$ cat src/rtl/cordic_pkg.sv
// Shared constants for the cordic_sincos trigonometric engine.
// Holds the Q2.16 angle/data format, iteration count, CORDIC gain
// compensation, pi/2 and the per-iteration arctangent table.
package cordic_pkg;

    localparam int ANGLE_W     = 18;
    localparam int FRAC_W      = 16;
    localparam int CORDIC_ITER = 16;

    localparam int ATAN_LEN    = 16;
    localparam int ATAN_IDX_W  = 4;

    // 0.6072529 in Q2.16; pre-scaling x by this cancels the CORDIC gain
    localparam int K_Q16       = 39797;
    // pi/2 in Q2.16, used by the optional quadrant pre-rotation
    localparam int HALF_PI_Q16 = 102944;

    // atan(2^-i) in Q2.16 for i = 0..15
    localparam int ATAN_TABLE [ATAN_LEN] = '{
        51472, 30386, 16055, 8150, 4091, 2047, 1024, 512,
        256,   128,   64,    32,   16,   8,    4,    2
    };

endpackage

$ cat src/rtl/cordic_atan_rom.sv
// Combinational lookup of atan(2^-i) for CORDIC iteration i.
// The table value is scaled up by the guard bits so it lines up with the
// widened z datapath; indices past the table end return zero.
module cordic_atan_rom
    import cordic_pkg::*;
#(
    parameter int IDX_W = 5,
    parameter int GUARD = 2,
    parameter int OUT_W = ANGLE_W + GUARD
) (
    input  logic [IDX_W-1:0]        i_index,
    output logic signed [OUT_W-1:0] o_atan
);

    // Table read with out-of-range protection
    always_comb begin
        o_atan = '0;
        if (i_index < IDX_W'(ATAN_LEN)) begin
            o_atan = OUT_W'(ATAN_TABLE[i_index[ATAN_IDX_W-1:0]] << GUARD);
        end
    end

endmodule

$ cat src/rtl/cordic_sincos.sv
// Iterative rotation-mode CORDIC producing cos/sin of a Q2.16 angle.
// One micro-rotation per clock; 'init' is a synchronous reset that also
// loads the angle. Results and 'done' hold until the next 'init'.
// Optional feature: define CORDIC_QUADRANT_EN to pre-rotate angles beyond
// +/-pi/2 at load so the full [-2, 2) input range converges.
module cordic_sincos
    import cordic_pkg::*;
#(
    parameter int ITER  = CORDIC_ITER,
    parameter int GUARD = 2
) (
    input  logic                      clock,
    input  logic                      init,
    input  logic signed [ANGLE_W-1:0] in_angle,
    output logic signed [ANGLE_W-1:0] cos_out,
    output logic signed [ANGLE_W-1:0] sin_out,
    output logic                      done
);

    localparam int DW = ANGLE_W + GUARD;
    localparam int CW = $clog2(ITER + 1);

    localparam logic signed [DW-1:0] K_EXT       = DW'(K_Q16 << GUARD);
    localparam logic signed [DW-1:0] HALF_PI_EXT = DW'(HALF_PI_Q16 << GUARD);

    logic signed [DW-1:0]      r_x;
    logic signed [DW-1:0]      r_y;
    logic signed [DW-1:0]      r_z;
    logic [CW-1:0]             r_count;
    logic signed [ANGLE_W-1:0] r_cos;
    logic signed [ANGLE_W-1:0] r_sin;
    logic                      r_done;

    logic signed [DW-1:0] w_angleExt;
    logic signed [DW-1:0] w_loadX;
    logic signed [DW-1:0] w_loadY;
    logic signed [DW-1:0] w_loadZ;
    logic signed [DW-1:0] w_atan;
    logic signed [DW-1:0] w_xShift;
    logic signed [DW-1:0] w_yShift;
    logic signed [DW-1:0] w_xNext;
    logic signed [DW-1:0] w_yNext;
    logic signed [DW-1:0] w_zNext;
    logic                 w_dPos;
    logic                 w_running;
    logic                 w_lastIter;

    // Drop the guard bits with round-to-nearest, then clamp to the Q2.16 range
    function automatic logic signed [ANGLE_W-1:0] roundSat(input logic signed [DW-1:0] v);
        logic signed [DW:0]      rounded;
        logic signed [ANGLE_W:0] scaled;
        rounded = {v[DW-1], v} + (DW+1)'(1 << (GUARD - 1));
        scaled  = rounded[DW:GUARD];
        if (scaled[ANGLE_W] != scaled[ANGLE_W-1]) begin
            roundSat = scaled[ANGLE_W] ? {1'b1, {(ANGLE_W-1){1'b0}}}
                                       : {1'b0, {(ANGLE_W-1){1'b1}}};
        end else begin
            roundSat = scaled[ANGLE_W-1:0];
        end
    endfunction

    cordic_atan_rom #(
        .IDX_W (CW),
        .GUARD (GUARD),
        .OUT_W (DW)
    ) u_atanRom (
        .i_index (r_count),
        .o_atan  (w_atan)
    );

    assign w_angleExt = {in_angle, {GUARD{1'b0}}};

    // Initial vector and residual angle captured while init is high
    always_comb begin
        w_loadX = K_EXT;
        w_loadY = '0;
        w_loadZ = w_angleExt;
`ifdef CORDIC_QUADRANT_EN
        if (w_angleExt > HALF_PI_EXT) begin
            w_loadX = '0;
            w_loadY = K_EXT;
            w_loadZ = w_angleExt - HALF_PI_EXT;
        end else if (w_angleExt < -HALF_PI_EXT) begin
            w_loadX = '0;
            w_loadY = -K_EXT;
            w_loadZ = w_angleExt + HALF_PI_EXT;
        end
`endif
    end

    // One micro-rotation: direction follows the sign of the residual angle
    always_comb begin
        w_dPos     = ~r_z[DW-1];
        w_xShift   = r_x >>> r_count;
        w_yShift   = r_y >>> r_count;
        w_xNext    = w_dPos ? (r_x - w_yShift) : (r_x + w_yShift);
        w_yNext    = w_dPos ? (r_y + w_xShift) : (r_y - w_xShift);
        w_zNext    = w_dPos ? (r_z - w_atan)   : (r_z + w_atan);
        w_running  = (r_count < CW'(ITER));
        w_lastIter = (r_count == CW'(ITER - 1));
    end

    // Load on init, otherwise iterate until the counter parks at ITER
    always_ff @(posedge clock) begin
        if (init) begin
            r_x     <= w_loadX;
            r_y     <= w_loadY;
            r_z     <= w_loadZ;
            r_count <= '0;
            r_cos   <= '0;
            r_sin   <= '0;
            r_done  <= 1'b0;
        end else if (w_running) begin
            r_x     <= w_xNext;
            r_y     <= w_yNext;
            r_z     <= w_zNext;
            r_count <= r_count + CW'(1);
            if (w_lastIter) begin
                r_cos  <= roundSat(w_xNext);
                r_sin  <= roundSat(w_yNext);
                r_done <= 1'b1;
            end
        end
    end

    assign cos_out = r_cos;
    assign sin_out = r_sin;
    assign done    = r_done;

endmodule

$ cat config.mk
export PLATFORM = sky130hd
export DESIGN_NAME = cordic_sincos
export DESIGN_NICKNAME = d
export VERILOG_FILES = /design/src/rtl/cordic_pkg.sv /design/src/rtl/cordic_atan_rom.sv /design/src/rtl/cordic_sincos.sv
export SDC_FILE = /design/constraint.sdc
export NUM_CORES = 1
export LEC_CHECK = 0
export ABC_AREA = 1
export CORE_MARGIN = 10
export CORE_UTILIZATION = 63
export DETAILED_ROUTE_END_ITERATION = 12
export PLACE_DENSITY_LB_ADDON = 0.25
export SYNTH_ARGS = -nofsm -noshare
export SYNTH_HDL_FRONTEND = slang
export SYNTH_SLANG_ARGS = --single-unit
$ cat constraint.sdc
create_clock -name clock -period 6.4 [get_ports clock]
set_clock_uncertainty 0.2 [all_clocks]
set_input_delay 1.28 -clock clock [delete_from_list [all_inputs] [get_ports clock]]
set_output_delay 1.28 -clock clock [all_outputs]
set_load 0.1 [all_outputs]
==> results.cfg, run 1 <==
[status]
outcome = complete, no violations

[routing]
vias_per_cell = 5.902
wl_met3_mm = 2.768
drt_iter0_markers = 1271
wl_mm = 36.65
vias = 12610
firstDrtPassIters = 6
ant_nets = 0
post_drt_wl_per_cell_um = 17.16
post-route-drc-count = 0
wl_met1_mm = 15.14
wl_met2_mm = 17.04
routed.top_layer = met4

[sta]
totalNegativeSetupSlack_ns = 0
final-setup-viol-count = 0
worst_pin_slew_ns = 1.127
min_period_ns = 6.058
fmax_mhz = 165.1
slew-limit-headroom = 0.2461
hold_viol = 0
slew_violations = 0
rsz0062_at_grt = false
post-route-period-util = 0.9466

[run]
maxCapViolations = 0

[synthesis]
yosys_warnings = 0
synth_fp_nets = 1975
syn_inst = 1881
synth_cell_type_count = 62
synthArstFlopShare = 0
avgSynthCellArea_um2 = 6.072
synth_edf_count = 18
synth-seq-area-share = 0.1911
syn_area_um2 = 11420
synth-main-ff-cell = dfxtp_1
ys_ff_latch = 100

[worst_setup_path]
critPathRequiredTime_ns = 6.52
cp_top_family = simple AND/OR/NAND/NOR gates
critPathMaxFanout = 23
cp_num_buf_inv = 10
endpoint_kind = register
rr_startpoint = r_count[1]
cp_slowest_stage_delay_ns = 0.35
criticalPathCategory = register to register
reg2reg_depth = 37
cp-startpoint = r_count[1]
cp-start-kind = register
cp_common_cell = nand2_1
crit_slowest_cell = ha_1
cp.arrival_ns = 6.18
path_depth = 37

[global_route]
antenna_found_initial = 0
grt_use_total = 0.2942
grt_pass1_wl_mm = 58.37
grt_pass1_vias = 11740
grt_max_degree = 74
overflow = 0

[clocking]
path_clk_slew_ns = 0.08
clkLatencyLatePin_ns = 0.37
postCtsSetupBuffers = 0
cts-htree-levels = 3
cts_buffer_depth = 2
cts_sinks = 100
cts_tree = done
clock-root-buffer = clkbuf_16
ctsResizeCount = 0
cts_hold_buf = 0
numCtsBuffers = 9

[worst_hold_path]
min_from = done
timing.hold.worst_path_depth = 2
hold_path_class = register to register

[floorplan]
rows = 49
die_w_um = 154.6
start_util = 0.6380
core_area_um2 = 17900
dieHeight_um = 154.6
dieArea_um2 = 23910
ios = 57

[cells_and_area]
stdcell_count = 2136
regArea_um2 = 2186
multiInputGateArea_um2 = 7988
most-common-layout-cells = 546 x nand2_1, 214 x inv_1, 186 x nand3_1, 186 x nor2_1, 103 x a21oi_1
syn_to_final_growth_pct = 8.403
antenna_cells = 0
layout.nets = 1996
fillers = 1666
layout-drive-gt1-share = 0.06397
final_common_cell = nand2_1

[placed_design]
port_buffers = 56
dpl.hpwl_mm = 28.69
gp_congestion = 1.019
place_inst = 2120
## per-layer routing
layer	vias to the layer above	track usage
li1	6175	-
met1	5747	0.3623
met2	576	0.4904
met3	108	0.04160
met4	0	0.1480
met5	-	0
## final timing paths
check,endpoint,slack [ns]
max,cos_out[16],0.34
min,done,0.28
max reg2reg,cos_out[16],0.34
min reg2reg,done,0.28
## area by class of cell
class,instances,share of cell area
multi-input cells,1488,0.6452
repair buffers,81,0.06205
flip-flops and latches,100,0.1766
inverters,222,0.06771
clock buffers,9,0.01819
clock inverters,7,0.007175
well taps,229,0.02314
## kinds of logic after synthesis
| family | Yosys count | share of synthesized area |
|---|---|---|
| fa+ha+maj | 74 | 0.08304 |
| buf+inv | 293 | 0.1111 |
| flops | 100 | 0.1911 |
| simple gates | 1033 | 0.3964 |
| compound gates | 286 | 0.1449 |
| xor+xnor | 95 | 0.07351 |
## per-stage QoR
stage          hold WS [ns]  utilization  setup WS, ns  cell area (um2)
5_1_grt              0.3037       0.6916      0.007339            12380
2_1_floorplan        0.2663            -         1.619            11420
4_1_cts              0.2799       0.6905        0.3235            12360
6_report             0.2778       0.6916        0.3420            12380
3_3_place_gp         0.2513       0.6729        0.4635            12050
3_5_place_dp         0.2583       0.6729        0.4232            12050
## cell usage after synthesis (11+ instances only)
library cell	count	area, um2
dfxtp_1	82	1642
edfxtp_1	18	540.5
nand3_2	17	170.2
ha_1	71	888.4
o21ai_0	87	435.4
nor3_1	24	120.1
a21oi_2	14	122.6
o22ai_1	18	112.6
xor2_1	65	569.3
buf_1	12	45.04
xnor2_1	29	254.0
nand2_1	546	2049
nand3_1	186	930.9
a21oi_1	103	515.5
o21ai_1	17	85.08
clkbuf_1	25	93.84
nor2_1	187	701.9
buf_2	13	65.06
inv_1	214	803.3
nand4_1	28	175.2
nor2_2	11	68.82
## worst register-to-register path, delay by kind of cell (launching register included)
family	cells	cell delay (ns)
AND/OR/NAND/NOR	18	1.94
buffers and inverters	10	1.46
AO/OA/AOI/OAI	5	1.01
XOR/XNOR	2	0.55
adder cells (fa/ha/maj)	2	0.50
flip-flops	1	0.34
## flip-flops by register name, indices dropped and copies added (netlist names)
register,flops
r_count,5
r_y,20
cos_out,18
done,1
r_z,18
r_x,20
sin_out,18
Power of run 1 is not shown: default switching activity piles up to over one toggle a cycle in this logic, so the estimate is an artifact.
==> run 2: changes to the inputs <==
--- a/config.mk
+++ b/config.mk
@@ -9,4 +9,6 @@
 export CORE_MARGIN = 10
-export CORE_UTILIZATION = 63
+export CORE_UTILIZATION = 64
+export CTS_BUF_LIST = sky130_fd_sc_hd__clkbuf_2 sky130_fd_sc_hd__clkbuf_4 sky130_fd_sc_hd__clkbuf_8
 export DETAILED_ROUTE_END_ITERATION = 12
+export HOLD_SLACK_MARGIN = 0.06
 export PLACE_DENSITY_LB_ADDON = 0.25
--- a/constraint.sdc
+++ b/constraint.sdc
@@ -4,2 +4,2 @@
 set_output_delay 1.28 -clock clock [all_outputs]
-set_load 0.1 [all_outputs]
+set_load 0.01 [all_outputs]
==> results.cfg, run 2 (synthesized netlist as in run 1, its figures left out) <==
[status]
outcome = complete, no violations

[sta]
post-route-period-util = 0.9380
totalNegativeSetupSlack_ns = 0
worst_pin_slew_ns = 0.8138
final-setup-viol-count = 0
slew_violations = 0
rsz0062_at_grt = false
slew-limit-headroom = 0.4569
hold_viol = 0
fmax_mhz = 166.6
min_period_ns = 6.003

[worst_setup_path]
cp_common_cell = nand2_1
reg2reg_to = cos_out[1]
cp_slowest_stage_delay_ns = 0.69
crit_slowest_cell = nor2_2
criticalPathCategory = register to register
cp_top_family = simple AND/OR/NAND/NOR gates
rr_startpoint = r_count[3]
cp-startpoint = r_count[3]
critPathMaxFanout = 21
reg2reg_setup_slack_ns = 0.40
cp-endpoint = cos_out[1]
endpoint_kind = register
cp_num_buf_inv = 6
reg2reg_depth = 31
cp.arrival_ns = 6.08
path_depth = 31
critPathRequiredTime_ns = 6.48
cp-start-kind = register

[cells_and_area]
stdcell_count = 2130
syn_to_final_growth_pct = 7.297
layout-drive-gt1-share = 0.06299
reg_top3 = r_x (20), r_y (20)
final_common_cell = nand2_1
layout.nets = 1994
antenna_cells = 0
most-common-layout-cells = 546 x nand2_1, 214 x inv_1, 186 x nand3_1
final_util = 0.7036

[placed_design]
port_buffers = 56
dpl.hpwl_mm = 27.97
gp_congestion = 1.051
place_inst = 2114

[floorplan]
dieHeight_um = 153.6
ios = 57
dieArea_um2 = 23590
start_util = 0.6557
die_w_um = 153.6
core_area_um2 = 17420
rows = 48

[clocking]
cts_tree = done
numCtsBuffers = 9
cts_sinks = 100
cts_buffer_depth = 2
cts-htree-levels = 3
postCtsSetupBuffers = 0
cts_hold_buf = 0
clock-root-buffer = clkbuf_8
path_clk_slew_ns = 0.13
clkLatencyLatePin_ns = 0.41

[routing]
vias = 12590
wl_mm = 35.76
post_drt_wl_per_cell_um = 16.79
post-route-drc-count = 0
firstDrtPassIters = 6
vias_per_cell = 5.913
drt_iter0_markers = 1344
ant_nets = 0

[global_route]
grt_max_degree = 74
overflow = 0
grt_use_total = 0.2927
antenna_found_initial = 0
grt_pass1_wl_mm = 57.92
grt_pass1_vias = 11530

[worst_hold_path]
min_from = done
hold_path_class = register to register

[run]
maxCapViolations = 0
==> run 2: cell count changes in the layout (fill, tap and decap cells not counted), sizes merged <==
cell / before / now
buf: 26 / 24
clkinv: 5 / 7
inv: 224 / 222
==> run 2: tightest hold or removal path, cell delays in order, from the launching register on <==
cell	delay (ns)
dfxtp_1	0.35
nor2_1	0.05
nor2_1	0.07
==> run 2: through the flow <==
| step | hold slack (ns) | setup WS [ns] | area [um2] |
|---|---|---|---|
| 2_1_floorplan | 0.2663 | 1.619 | 11420 |
| 3_3_place_gp | 0.2508 | 0.4815 | 12030 |
| 3_5_place_dp | 0.2679 | 0.2958 | 12030 |
| 4_1_cts | 0.2982 | 0.2068 | 12240 |
| 5_1_grt | 0.3401 | 0.08395 | 12250 |
| 6_report | 0.2886 | 0.3970 | 12250 |
==> run 2: cell type report <==
type / count / area, um2
timing repair buffer: 79 / 753.2
fill: 1626 / 5162
sequential: 100 / 2186
tap: 225 / 281.5
clock buffer: 9 / 123.9
multi-input combinational: 1488 / 7985
inverter: 222 / 833.3
clock inverter: 7 / 91.34
==> run 2: repair_timing <==
| action | CTS | global route |
|---|---|---|
| endpoints found under the hold margin | 0 | 0 |
| endpoints found under the setup margin | 0 | 34 |
| resized for setup | 0 | 3 |
==> run 2: routing by layer <==
layer  vias to the layer above  routed length [um]  track usage
met5                         -                   0            0
met1                      5691               14970       0.3738
li1                       6199                   -            -
met2                       608               16370       0.4747
met3                        96                2829      0.04296
met4                         0                1591       0.1381
==> run 2: how the worst min path moves through the flow <==
stage,to,slack [ns],depth (start not counted)
3_5_place_dp,done,0.27,2
2_1_floorplan,r_y[0],0.27,2
6_report,done,0.29,2
4_1_cts,done,0.30,2
5_1_grt,r_y[0],0.34,2
3_3_place_gp,done,0.25,2
Power of run 2 is left out for the same reason.
==> run 3: changes to the inputs <==
Settings changed: ABC_AREA 1 to not set, CORE_UTILIZATION 64 to 30, PLACE_DENSITY set to 0.44, PLACE_DENSITY_LB_ADDON 0.25 to not set.
==> results.cfg, run 3 <==
[global_route]
met3_usage = 0.03131
overflow = 0
grt_max_degree = 42
grt_pass1_vias = 11220
grt_use_total = 0.1781
grt-busiest-layer = met2
grt_pass1_wl_mm = 65.60
grt.met1_usage = 0.2451
antenna_found_initial = 0
grt_util_met2 = 0.2853

[floorplan]
rows = 71
start_util = 0.3029
dieHeight_um = 214.5
die_w_um = 214.5
ios = 57
core_area_um2 = 37490
dieArea_um2 = 46030

[worst_setup_path]
reg2reg_depth = 23
critPathRequiredTime_ns = 6.58
cp.arrival_ns = 6.36
rr_startpoint = r_count[1]
critPathMaxFanout = 8
cp-start-kind = register
reg2reg_to = sin_out[16]
criticalPathCategory = register to register
reg2reg_setup_slack_ns = 0.22
endpoint_kind = register

[sta]
setup_ws_ns = 0.2231
slew-limit-headroom = 0.2287
hold_viol = 0
post-route-period-util = 0.9651
min_period_ns = 6.177
worst_pin_slew_ns = 1.153
final-setup-viol-count = 0
holdWs_ns = 0.2807
slew_violations = 0
fmax_mhz = 161.9

[run]
maxCapViolations = 0

[cells_and_area]
final_common_cell = buf_4
layout-drive-gt1-share = 0.2238
antenna_cells = 0
reg_top3 = r_x (20), r_y (20)
most-common-layout-cells = 209 x buf_4, 151 x nor2_1, 140 x nand2_1
layout.nets = 1711
stdcell_area_um2 = 14430
syn_to_final_growth_pct = 27.13

[clocking]
numCtsBuffers = 9
clock-root-buffer = clkbuf_8
clkLatencyLatePin_ns = 0.47
cts_hold_buf = 0
path_clk_slew_ns = 0.13
cts_sinks = 100
cts_tree = done
cts_buffer_depth = 2
cts-htree-levels = 3

[placed_design]
placed_cell_area_um2 = 13830
port_buffers = 56
pre_cts_ws_ns = -0.4039
gp_congestion = 0.9452
dpl.hpwl_mm = 32.85

[synthesis]
synth_top_area_share = 0.1446
synth_cell_type_count = 90
ys_ff_latch = 100
avgSynthCellArea_um2 = 8.046
synth-seq-area-share = 0.1922
yosys-top-cells-area = dfxtp_1 14%, ha_1 7.8%, mux4_2 6.0%, nor2_1 5.0%, edfxtp_1 4.8%
netlist.top_cell.by_area = dfxtp_1
synthArstFlopShare = 0
syn_area_um2 = 11350
syn_inst = 1411
synth-main-ff-cell = dfxtp_1
synth.top_cells.by_count = 151 x nor2_1, 140 x nand2_1, 102 x a21oi_1, 85 x o21ai_0, 82 x dfxtp_1
synth_fp_nets = 1505
synth_edf_count = 18
synth.most_common_cell = nor2_1
yosys_warnings = 0

[routing]
ant_nets = 0
vias = 11380
post-route-drc-count = 0
firstDrtPassIters = 5
post_drt_wl_per_cell_um = 19.67
drt_iter0_markers = 620
wl_mm = 41.95
vias_per_cell = 5.333

[worst_hold_path]
holdPathEnd = cos_out[17]
min_from = cos_out[17]
timing.hold.worst_path_depth = 2
hold_path_class = register to register

[status]
outcome = complete, no violations
run 3: cell types whose count changed in the layout (fill, tap and decap cells not counted), moves of 34 or more:
cell     change
inv_1      -164
mux2i_1     +43
nand2_1    -406
nand3_1    -166
nor2_1      -34
buf_4      +188
run 3: final cells by class:
type                            count  area [um2]
Clock buffer                       10       131.4
Fill cell                        3917       23050
Clock inverter                      6       68.82
Inverter                           51       191.4
Sequential cell                   100        2197
Tap cell                          511       639.4
Multi-Input combinational cell   1181        8930
Timing Repair Buffer              274        2276
run 3: metal layers:
layer | part of all wire | vias to the layer above
li1 | - | 5658
met1 | 0.49 | 5491
met2 | 0.46 | 202
met3 | 0.040 | 25
met4 | 0.012 | 0
met5 | 0 | -
run 3: repair_timing:
item	CTS	global route
gates resized for setup	8	66
pin swaps	0	14
endpoints found under the setup margin	35	35
setup buffers	0	8
hold endpoints to repair	0	0
run 3: kinds of logic (layout without fill, tap and decap cells):
family | after synthesis | in the layout | share of synthesized area
AOI/OAI and AO/OA | 415 | 415 | 0.2474
xor gates and xnor gates | 110 | 110 | 0.08717
adders and majority gates | 74 | 74 | 0.08354
buffers and inverters | 130 | 341 | 0.04871
DFF | 100 | 100 | 0.1922
muxes | 97 | 97 | 0.1353
and+or+nand+nor | 485 | 485 | 0.2056
run 3: worst max path at each step:
stage / startpoint / to / slack (ns) / depth (start not counted)
after CTS: r_count[1] / sin_out[16] / 0.02 / 24
after floorplan: r_count[1] / sin_out[16] / 0.02 / 21
final: r_count[1] / sin_out[16] / 0.22 / 23
after global placement: r_count[1] / sin_out[16] / -0.31 / 21
after global routing: r_count[0] / sin_out[13] / -0.07 / 24
after detailed placement: r_count[1] / sin_out[16] / -0.40 / 21
run 3: worst max-delay path, cell delays in order, from the launching register on:
cell,delay (ns)
dfxtp_4,0.47
mux4_2,0.54
mux2_2,0.30
mux4_2,0.52
nor3_4,0.23
nand3_1,0.12
or3b_2,0.50
nor3b_2,0.23
nor2_1,0.07
xor2_1,0.19
ha_1,0.27
buf_4,0.18
a21o_1,0.15
a21oi_1,0.18
o21ai_0,0.12
a21oi_1,0.15
nor2_1,0.04
or4_1,0.51
o2111a_2,0.22
nand2_1,0.15
nor3_2,0.05
buf_4,0.16
a41o_2,0.30
a311oi_2,0.25
run 3: per-stage QoR:
step                setup TNS [ns]  std cells    util
floorplan                        0       1411       -
global placement            -4.512       2109  0.3690
detailed placement          -5.415       2109  0.3690
CTS                              0       2125  0.3753
global route               -0.4675       2133  0.3850
finish                           0       2133  0.3850
Power of run 3 is left out for the same reason.
